### config.mk
export PLATFORM = sky130hd
export DESIGN_NAME = io_port_responder
export DESIGN_NICKNAME = d
export VERILOG_FILES = /design/src/rtl/io_port_responder.sv
export SDC_FILE = /design/constraint.sdc
export NUM_CORES = 1
export LEC_CHECK = 0
export CORE_MARGIN = 2
export CORE_UTILIZATION = 47
export DETAILED_ROUTE_END_ITERATION = 16
export PLACE_DENSITY_LB_ADDON = 0.05
export REMOVE_ABC_BUFFERS = 1
export SLEW_MARGIN = 0
export SYNTH_ARGS = -nofsm -noshare
export SYNTH_HDL_FRONTEND = slang
export SYNTH_SLANG_ARGS = --single-unit
### constraint.sdc
create_clock -name clk -period 2.51 [get_ports clk]
set_input_delay 0.3765 -clock clk [delete_from_list [all_inputs] [get_ports clk]]
set_output_delay 0.3765 -clock clk [all_outputs]
set_load 0.02 [all_outputs]
### src/rtl/io_port_responder.sv
// CPU-mapped I/O port block: two registered outputs, two synchronized inputs and an
// optional reload timer with level interrupt (enabled by defining IO_PORT_TIMER_EN).
module io_port_responder #(
  parameter int DATA_W = 8
) (
  input  logic              clk,
  input  logic              reset,
  input  logic [1:0]        io_addr,
  input  logic              io_we,
  input  logic              io_re,
  input  logic [DATA_W-1:0] io_wdata,
  output logic [DATA_W-1:0] io_rdata,
  input  logic [DATA_W-1:0] in0,
  input  logic [DATA_W-1:0] in1,
  output logic [DATA_W-1:0] out0,
  output logic [DATA_W-1:0] out1,
  output logic              irq
);

  logic [DATA_W-1:0] in0_s1, in0_s2, in1_s1, in1_s2;
  logic [DATA_W-1:0] cnt_rd, ctrl_rd;

  always_ff @(posedge clk or posedge reset) begin
    if (reset) begin
      out0   <= '0;
      out1   <= '0;
      in0_s1 <= '0;
      in0_s2 <= '0;
      in1_s1 <= '0;
      in1_s2 <= '0;
    end else begin
      in0_s1 <= in0;
      in0_s2 <= in0_s1;
      in1_s1 <= in1;
      in1_s2 <= in1_s1;
      if (io_we && io_addr == 2'd0) out0 <= io_wdata;
      if (io_we && io_addr == 2'd1) out1 <= io_wdata;
    end
  end

`ifdef IO_PORT_TIMER_EN
  logic [DATA_W-1:0] reload, counter;
  logic              tmr_en, irq_en, pending;
  logic              wr_reload, wr_ctrl, expire;

  assign wr_reload = io_we && (io_addr == 2'd2);
  assign wr_ctrl   = io_we && (io_addr == 2'd3);
  assign expire    = tmr_en && (counter == '0);

  always_ff @(posedge clk or posedge reset) begin
    if (reset) begin
      reload  <= '0;
      counter <= '0;
      tmr_en  <= 1'b0;
      irq_en  <= 1'b0;
      pending <= 1'b0;
    end else begin
      // CPU reload write overrides the countdown in the same cycle
      if (wr_reload) begin
        reload  <= io_wdata;
        counter <= io_wdata;
      end else if (tmr_en) begin
        counter <= expire ? reload : counter - DATA_W'(1);
      end
      if (wr_ctrl) begin
        tmr_en <= io_wdata[0];
        irq_en <= io_wdata[1];
      end
      // expiry wins over a simultaneous write-1-to-clear
      if (expire)
        pending <= 1'b1;
      else if (wr_ctrl && io_wdata[7])
        pending <= 1'b0;
    end
  end

  assign cnt_rd  = counter;
  assign ctrl_rd = {{(DATA_W-3){1'b0}}, pending, irq_en, tmr_en};
  assign irq     = pending & irq_en;
`else
  assign cnt_rd  = '0;
  assign ctrl_rd = '0;
  assign irq     = 1'b0;
`endif

  always_comb begin
    io_rdata = '0;
    if (io_re) begin
      case (io_addr)
        2'd0:    io_rdata = in0_s2;
        2'd1:    io_rdata = in1_s2;
        2'd2:    io_rdata = cnt_rd;
        default: io_rdata = ctrl_rd;
      endcase
    end
  end

endmodule

# ---- Yosys cells after proc, flatten, opt, wreduce, memory -nomap -nowiden
# Index checks and enable logic that the tools add are counted.
# W data, S select, Z words.
dict set report word_totals {
  mem_bits_rw 0
  romBits 0
  n_memories 0
  reg_bits 48
  out_inout_bits 25
  wordCells 12
  inputBits 30
  latchBits 0
}
dict set report op_classes {
  reduce_logical 3
  n_mul 0
  n_eq_ne 1
  muxes 2
  shifts 0
  magnitude_cmp 0
  div_mod_pow 0
  n_bitwise 0
  n_addsub 0
}
# cell n
set ops {}
lappend ops {{$pmux W8 S2} 1}
lappend ops {{$mux W8} 1}
lappend ops {{$eq A2 B1 Y1 const B} 1}
lappend ops {{$logic_and A1 B1 Y1} 2}
lappend ops {{$logic_not A2 Y1} 1}

# ---- Longest topological paths before layout
# Gate-level depths: netlist of run 1.
dict set report logic_depth {
  depth_word 3
  ltp_mapped 3
}

# ---- Worst setup path before layout of run 1
# OpenSTA, ideal clock, no wires.
dict set report synth_timing {
  kind {input -> output}
  startpoint {in io_addr[1]}
  endpoint {out io_rdata[0]}
  path_buffers 1
  arrival_time_ns 0.971
  setup_slack_ns 1.163
  required_ns 2.134
  path_stages 3
  cell_sequence {nand2b_1 clkbuf_1 nor2_1}
}
dict set report synth_between {
  elab_chain_cells 3
  word_cells_on_any_way 4
  cone_classes {eq/ne: 1; mux: 2; reduce/logical: 1}
}
# item line_no
set synth_rtl {}
lappend synth_rtl {{from (decl)} 8} ;# input logic [1:0] io_addr,
lappend synth_rtl {{$eq A2 B1 Y1 or $logic_not A2 Y1 (tied branches)} 89} ;# case (io_addr)
lappend synth_rtl {{$pmux W8 S2 (*)} 89}
lappend synth_rtl {{$mux W8 (*)} 88} ;# if (io_re) begin
lappend synth_rtl {{to (decl)} 12} ;# output logic [DATA_W-1:0] io_rdata,
# Mark *: on every way between the ends. The rest lies on a longest branch, timed or not.

# ---- Final worst setup path of run 1
dict set report layout_timing {
  startpoint {in io_addr[1]}
  endpoint {out io_rdata[6]}
}
# Same word-level chain as after synthesis.

==> results of run 1 <==
==> logic make-up (layout without fill, tap and decap cells) <==
group / after synthesis / after routing
flip-flops: 48 / 48
other: 1 / 1
buffers and inverters: 4 / 64
AND/OR/NAND/NOR: 11 / 11
multiplexers: 24 / 24
==> area by class of cell <==
| type | count | area (um^2) |
|---|---|---|
| timing repair buffer | 55 | 545.5 |
| multi-input combinational | 36 | 330.3 |
| sequential | 48 | 1201 |
| inverter | 1 | 3.754 |
| fill | 228 | 887.1 |
| tap | 44 | 55.05 |
| clock buffer | 5 | 37.54 |
| clock inverter | 3 | 42.54 |
==> sequential cells by signal, indices dropped and copies added (netlist names) <==
signal  count
in1_s2      8
in1_s1      8
out0        8
in0_s1      8
in0_s2      8
out1        8
==> report_power, final <==
group | leakage (nW) | switching [mW] | internal [mW]
Sequential | 0.562 | 0.0299 | 0.847
Combinational | 0.361 | 0.140 | 0.179
Clock | 0.0412 | 0.223 | 0.208
==> per-stage QoR <==
| step | instances | total power [mW] | hold slack (ns) |
|---|---|---|---|
| 5_1_grt | 192 | 1.713 | 0.3322 |
| 2_1_floorplan | 85 | 1.034 | 0.3312 |
| 6_report | 192 | 1.627 | 0.3229 |
| 4_1_cts | 192 | 1.648 | 0.3181 |
| 3_3_place_gp | 184 | 1.206 | 0.3311 |
| 3_5_place_dp | 184 | 1.217 | 0.3347 |
==> worst max-delay path, cell delays in order <==
cell	delay [ns]
clkdlybuf4s50_1	0.47
nand2b_1	0.31
nor2_1	0.18
clkdlybuf4s50_1	0.62
==> cell usage in the layout, fill, tap and decap left out <==
master	n
clkdlybuf4s50_1	53
dfrtp_1	48
mux2_2	16
mux2i_1	8
nor2_1	8
clkbuf_4	5
buf_4	2
nand2b_1	1
inv_2	1
nand3b_2	1
nor3b_4	1
conb_1	1
clkinvlp_4	1
clkinv_2	1
bufinv_16	1
==> worst min-delay path by stage <==
| stage | start | end | cells past startpoint |
|---|---|---|---|
| after detailed placement | in1_s1[0]$_DFF_PP0_ | in1_s2[0]$_DFF_PP0_ | 0 |
| after global routing | reset | out1[3]$_DFFE_PP0P_ | 2 |
| after floorplan | in0_s1[0]$_DFF_PP0_ | in0_s2[0]$_DFF_PP0_ | 0 |
| after CTS | reset | in0_s1[7]$_DFF_PP0_ | 2 |
| final | reset | in0_s1[7]$_DFF_PP0_ | 2 |
| after global placement | in1_s1[1]$_DFF_PP0_ | in1_s2[1]$_DFF_PP0_ | 0 |
==> per-layer routing <==
metal,GRT usage (%),wire (um),up-vias
li1,-,-,407
met1,15.65,914,422
met2,25.41,1272,42
met3,5.252,214,6
met4,8.207,42,0
met5,0,0,-
==> results_dict.tcl, run 1 <==
set metrics [dict create \
    status "complete, no violations" \
    reg2reg_from "out1[4]$_DFFE_PP0P_" \
    grt_pass1_wl_um 3781 \
    endpoint "io_rdata[6]" \
    die-area_um2 3791 \
    clockBufferDepth 2 \
    worstSetupPathType "input pin to output pin" \
    yosysTopAreaCellShare_pct 77.11 \
    insertion_delay_ns 0.34 \
    ioPinCount 55 \
    grt_usage_pct 14.76 \
    place_area_um2 2136 \
    synth_compound_area_share_pct 0 \
    layout_setup_ws_ns 0.1719 \
    crit_fanout 8 \
    cp-startpoint "io_addr[1]" \
    start_util_pct 50.20 \
    post_cts_buffers 0 \
    synthSimpleGateAreaFrac_pct 4.257 \
    synthMuxAreaShare_pct 16.71 \
    antenna_found_initial 0 \
    finalSetupViolCount 0 \
    synth-main-ff-cell "dfrtp_1" \
    ys_ff_latch 48 \
    gp_congestion 0.6096 \
    portBuffers 53 \
    vias 877 \
    grt_overflow 0 \
    rsz0062_at_grt "false" \
    n_antenna_cell 0 \
    synthTopCellsByArea "dfrtp_1, mux2_2, mux2i_1, nor2_1, nor3b_4" \
    drive_gt1_share_pct 19.59 \
    cts_tree "yes" \
    synth_edf_count 0 \
    hold_path_class "input pin to asynchronous set/reset pin" \
    worstPathArrival_ns 1.96 \
    via_per_inst 4.568 \
    drt-total-wl_um 2443 \
    fin_skew_ns 0.006374 \
    synth.top_cells.by_count "dfrtp_1, mux2_2, mux2i_1, nor2_1" \
    numCtsBuffers 5 \
    firstDrtPassIters 4 \
    async_reset_ff_share_pct 100.0 \
    final_nets 177 \
    stdcell_area_um2 2216 \
    final_util_pct 71.41 \
    synth_cell_types 12 \
    synth_fa_ha_area_share_pct 0 \
    chipWidth_um 61.57 \
    place_worst_setup_slack_ns 0.1330 \
    vdd_drop_max_v 0.0004556 \
    wl_per_cell_um 12.72 \
    cts_resized 0 \
    seq_area_frac_synth_pct 77.11 \
    tns_ns 0 \
    num_rows 20 \
    synth_top_family_by_area "multiplexers" \
    drc 0 \
    maxCapViolCount 0 \
    fmax_mhz 427.7 \
    ctsHtreeMaxLevel 2 \
    synth_area_per_cell_um2 17.70 \
    r2r_end "out1[4]$_DFFE_PP0P_" \
    fin_crit_sh_pct 93.15 \
    synth_area_um2 1558 \
    grt_start_max_net_pins 31 \
    r2r_setup_slack_ns 1.73 \
    fin_crit_ns 2.338 \
    synth.most_common_cell "dfrtp_1" \
    p_leak_nw 0.9642 \
    worst_ep_required_time_ns 2.13 \
    area_growth_pct 42.25 \
    die_y_um 61.57 \
    startpoint_type "input pin" \
    slew_viol_final 0 \
    cts_sinks 48 \
    hold_buffers 0 \
    drtIter0Drc 20 \
    synth-xor-area-share_pct 0 \
    crit_path_end_kind "output pin" \
    reg2regPathDepth 1 \
    synth_cells 88 \
    ys.warnings.count 0 \
    hold_violations 0 \
    root_buffer "clkbuf_4" \
    clkTransAtPathRegs_ns 0.13 \
    core_area_um2 3103 \
    grt_pass1_vias 882 \
    yosys.area.top_type "dfrtp_1" \
    power_density_nw_per_um2 734.3 \
    final_antenna_net_count 0 \
]
Power figures use the tool's default switching activity.
==> run 2: changes to the inputs <==
==> constraint.sdc (replaced) <==
create_clock -name clk -period 2.51 [get_ports clk]
set_input_delay 0.6275 -clock clk [delete_from_list [all_inputs] [get_ports clk]]
set_output_delay 0.6275 -clock clk [all_outputs]
set_load 0.02 [all_outputs]
==> results_dict.tcl, run 2 (synthesis gave the netlist of run 1 again) <==
set metrics [dict create \
    status "complete, no violations" \
    cts_tree "yes" \
    slew_viol_final 0 \
    power_density_nw_per_um2 732.3 \
    insertion_delay_ns 0.34 \
    ioPinCount 55 \
    grt_usage_pct 14.46 \
    firstDrtPassIters 2 \
    finalSetupViolCount 0 \
    die-area_um2 3791 \
    final_cell_mix "dfrtp_1, clkdlybuf4s50_1, mux2_2" \
    cts_resized 11 \
    drc 0 \
    grt_start_max_net_pins 49 \
    maxCapViolCount 0 \
    grt_pass1_wl_um 3767 \
    clkTransAtPathRegs_ns 0.13 \
    core_area_um2 3103 \
    final-seq-area_um2 1201 \
    place_worst_setup_slack_ns -0.2521 \
    hold_slack_ns 0.3573 \
    fin_crit_sh_pct 97.71 \
    power.total_mw 1.630 \
    cts_sinks 48 \
    root_buffer "clkbuf_4" \
    worstSetupPathType "input pin to output pin" \
    crit_path_end_kind "output pin" \
    stdcell_area_um2 2226 \
    mostFrequentLayoutCell "dfrtp_1" \
    ctsHtreeMaxLevel 2 \
    portBuffers 53 \
    wl_per_cell_um 12.33 \
    min_delay_path_depth 0 \
    multi_input_area_um2 332.8 \
    startpoint_type "input pin" \
    tns_ns 0 \
    post_cts_buffers 0 \
    final_nets 178 \
    drtIter0Drc 2 \
    via_per_inst 4.637 \
    hp-start "in1_s1[7]$_DFF_PP0_" \
    gp_congestion 0.6183 \
    place_area_um2 2168 \
    crit_fanout 10 \
    hold_buffers 0 \
    final_util_pct 71.73 \
    drive_gt1_share_pct 24.16 \
    reg2reg_from "out1[7]$_DFFE_PP0P_" \
    grt_pass1_vias 850 \
    final_antenna_net_count 0 \
    fin_cells 193 \
    num_rows 20 \
    fin_skew_ns 0.007316 \
    r2r_end "out1[7]$_DFFE_PP0P_" \
    antenna_found_initial 0 \
    drt-total-wl_um 2379 \
    hold_violations 0 \
    fillers 216 \
    layout_setup_ws_ns 0.05739 \
    hold_path_class "flip-flop to flip-flop" \
    p_leak_nw 0.9866 \
    clockBufferDepth 2 \
    worstPathArrival_ns 1.83 \
    placedCellCount 185 \
    fin_crit_ns 2.453 \
    area_growth_pct 42.89 \
    vias 895 \
    rsz0062_at_grt "false" \
    numCtsBuffers 5 \
    chipWidth_um 61.57 \
    holdPathEnd "in1_s2[7]$_DFF_PP0_" \
    fmax_mhz 407.7 \
    die_y_um 61.57 \
    worst_ep_required_time_ns 1.88 \
    reg2regPathDepth 1 \
    grt_overflow 0 \
    start_util_pct 50.20 \
    n_antenna_cell 0 \
    r2r_setup_slack_ns 1.73 \
    vdd_drop_max_v 0.0004759 \
]
==> run 2: cell count changes in the layout (fill, tap and decap cells not counted) <==
cell | previous run | this run
buf_12 | 0 | 2
clkbuf_2 | 0 | 5
buf_4 | 2 | 1
clkdlybuf4s15_1 | 0 | 3
nand2b_2 | 0 | 1
nand2b_1 | 1 | 0
clkdlybuf4s50_1 | 53 | 45
==> run 2: worst max-delay path by stage <==
stage / start / endpoint / slack [ns] / cells past startpoint
floorplan: io_addr[1] / io_rdata[0] / 0.71 / 2
global placement: io_addr[1] / io_rdata[5] / -0.25 / 4
detailed placement: io_addr[1] / io_rdata[2] / -0.25 / 4
global route: io_addr[0] / io_rdata[6] / 0.0003 / 5
CTS: io_addr[0] / io_rdata[2] / 0.004 / 5
finish: io_addr[0] / io_rdata[3] / 0.06 / 5
==> run 2: power by group <==
group / total (mW) / switching [mW] / internal, mW
clock: 0.433 / 0.225 / 0.208
combinational: 0.320 / 0.140 / 0.180
sequential: 0.877 / 0.0302 / 0.847
==> run 2: final cells by class <==
cell class / instances / share of cell area [%]
Sequential cell: 48 / 53.96
Timing Repair Buffer: 56 / 24.85
Multi-Input combinational cell: 36 / 14.95
Tap cell: 44 / 2.473
Clock inverter: 3 / 1.911
Clock buffer: 5 / 1.686
Inverter: 1 / 0.1686
==> run 2: metal layers <==
layer	global-route usage, %	vias up	share of wire [%]
li1	-	415	-
met1	17.57	437	39
met2	23.91	38	52
met3	4.412	5	7.4
met4	6.383	0	1.4
met5	0	-	0
==> run 2: worst max-delay path, cell delays in order <==
cell and delay (ns):
clkdlybuf4s50_1 0.51, buf_12 0.16, mux2i_1 0.18, nor2_1 0.05
clkdlybuf4s15_1 0.30
==> run 3: changes to the inputs <==
--- a/config.mk
+++ b/config.mk
@@ -10,6 +10,7 @@
 export DETAILED_ROUTE_END_ITERATION = 16
 export PLACE_DENSITY_LB_ADDON = 0.05
 export REMOVE_ABC_BUFFERS = 1
+export SKIP_CTS_REPAIR_TIMING = 1
 export SLEW_MARGIN = 0
 export SYNTH_ARGS = -nofsm -noshare
 export SYNTH_HDL_FRONTEND = slang
==> results_dict.tcl, run 3 (synthesis gave the netlist of run 1 again) <==
set metrics [dict create \
    power_density_nw_per_um2 719.6 \
    drt-total-wl_um 2407 \
    ctsHtreeMaxLevel 2 \
    firstDrtPassIters 2 \
    grt_usage_pct 14.37 \
    antenna_found_initial 0 \
    die-area_um2 3791 \
    cts_tree "yes" \
    ioPinCount 55 \
    r2r_end "out1[7]$_DFFE_PP0P_" \
    root_buffer "clkbuf_4" \
    drive_gt1_share_pct 20.81 \
    cts_sinks 48 \
    fmax_mhz 419.0 \
    reg2reg_from "out1[7]$_DFFE_PP0P_" \
    rsz0062_at_grt "false" \
    mostFrequentLayoutCell "dfrtp_1" \
    numCtsBuffers 5 \
    final_nets 178 \
    wl_per_cell_um 12.47 \
    endpoint "io_rdata[0]" \
    grt_pass1_wl_um 3753 \
    finalSetupViolCount 0 \
    crit_path_end_kind "output pin" \
    placedCellCount 185 \
    power.total_mw 1.634 \
    vdd_drop_max_v 0.0004760 \
    fin_cells 193 \
    worstSetupPathType "input pin to output pin" \
    cp_top_family "buffers and inverters" \
    final_antenna_net_count 0 \
    clkTransAtPathRegs_ns 0.13 \
    fin_crit_ns 2.387 \
    fin_crit_sh_pct 95.09 \
    layout_setup_ws_ns 0.1232 \
    startpoint_type "input pin" \
    p_leak_nw 1.109 \
    reg2regPathDepth 1 \
    hold_violations 0 \
    die_y_um 61.57 \
    area_growth_pct 45.78 \
    r2r_setup_slack_ns 1.74 \
    place_worst_setup_slack_ns -0.2521 \
    cp.depth 5 \
    final_util_pct 73.19 \
    num_rows 20 \
    drtIter0Drc 1 \
    start_util_pct 50.20 \
    gp_congestion 0.6183 \
    core_area_um2 3103 \
    portBuffers 53 \
    max_stage_delay_ns 0.51 \
    drc 0 \
    chipWidth_um 61.57 \
    n_antenna_cell 0 \
    clockBufferDepth 2 \
    slew_viol_final 0 \
    worst_ep_required_time_ns 1.88 \
    status "complete, no violations" \
    path_cells "clkdlybuf4s50_1, buf_12, mux2i_1, nor2_1, dlymetal6s2s_1" \
    worstPathArrival_ns 1.76 \
    final_cell_mix "dfrtp_1, clkdlybuf4s50_1, mux2_2" \
    vias 892 \
    hold_path_class "flip-flop to flip-flop" \
    grt_start_max_net_pins 49 \
    crit_fanout 10 \
    cp_slowest_cell "clkdlybuf4s50_1" \
    cp-startpoint "io_addr[0]" \
    via_per_inst 4.622 \
    maxCapViolCount 0 \
    grt_pass1_vias 851 \
    critPathBufInv 3 \
    grt_overflow 0 \
    fin_skew_ns 0.007346 \
    insertion_delay_ns 0.34 \
]
[run 3: cell types whose count changed in the layout (fill, tap and decap cells not counted)]
cell and change:
dlymetal6s2s_1 +8, clkbuf_2 -5, clkdlybuf4s15_1 -3
[run 3: area by class of cell]
cell class,count,area [um^2]
Sequential cell,48,1201
Fill cell,207,832.0
Timing Repair Buffer,56,598.1
Multi-Input combinational cell,36,332.8
Tap cell,44,55.05
Clock inverter,3,42.54
Clock buffer,5,37.54
Inverter,1,3.754
[run 3: stage by stage]
step	hold slack, ns	instance area (um^2)	TNS (ns)
detailed placement	0.3347	2168	-1.942
global placement	0.3314	2168	-1.812
floorplan	0.3312	1535	0
CTS	0.3537	2248	-1.986
finish	0.3575	2271	0
global route	0.3694	2271	0
[run 3: worst min-delay path by stage]
| stage | from | endpoint | slack (ns) | depth (start not counted) |
|---|---|---|---|---|
| after floorplan | in0_s1[0]$_DFF_PP0_ | in0_s2[0]$_DFF_PP0_ | 0.33 | 0 |
| after global placement | in1_s1[1]$_DFF_PP0_ | in1_s2[1]$_DFF_PP0_ | 0.33 | 0 |
| after detailed placement | in0_s1[1]$_DFF_PP0_ | in0_s2[1]$_DFF_PP0_ | 0.33 | 0 |
| after CTS | in1_s1[7]$_DFF_PP0_ | in1_s2[7]$_DFF_PP0_ | 0.35 | 0 |
| after global routing | in1_s1[3]$_DFF_PP0_ | in1_s2[3]$_DFF_PP0_ | 0.37 | 0 |
| final | in1_s1[7]$_DFF_PP0_ | in1_s2[7]$_DFF_PP0_ | 0.36 | 0 |
[run 3: power breakdown]
| part | internal, mW | total [mW] | switching, mW |
|---|---|---|---|
| sequential | 0.847 | 0.877 | 0.0302 |
| clock | 0.208 | 0.433 | 0.226 |
| combinational | 0.184 | 0.323 | 0.140 |
| total | 1.24 | 1.63 | 0.396 |
[run 3: layer usage]
layer | wire, um | GRT usage, %
met5 | 0 | 0
met4 | 33 | 6.383
met2 | 1254 | 23.76
met3 | 175 | 4.412
met1 | 943 | 17.43
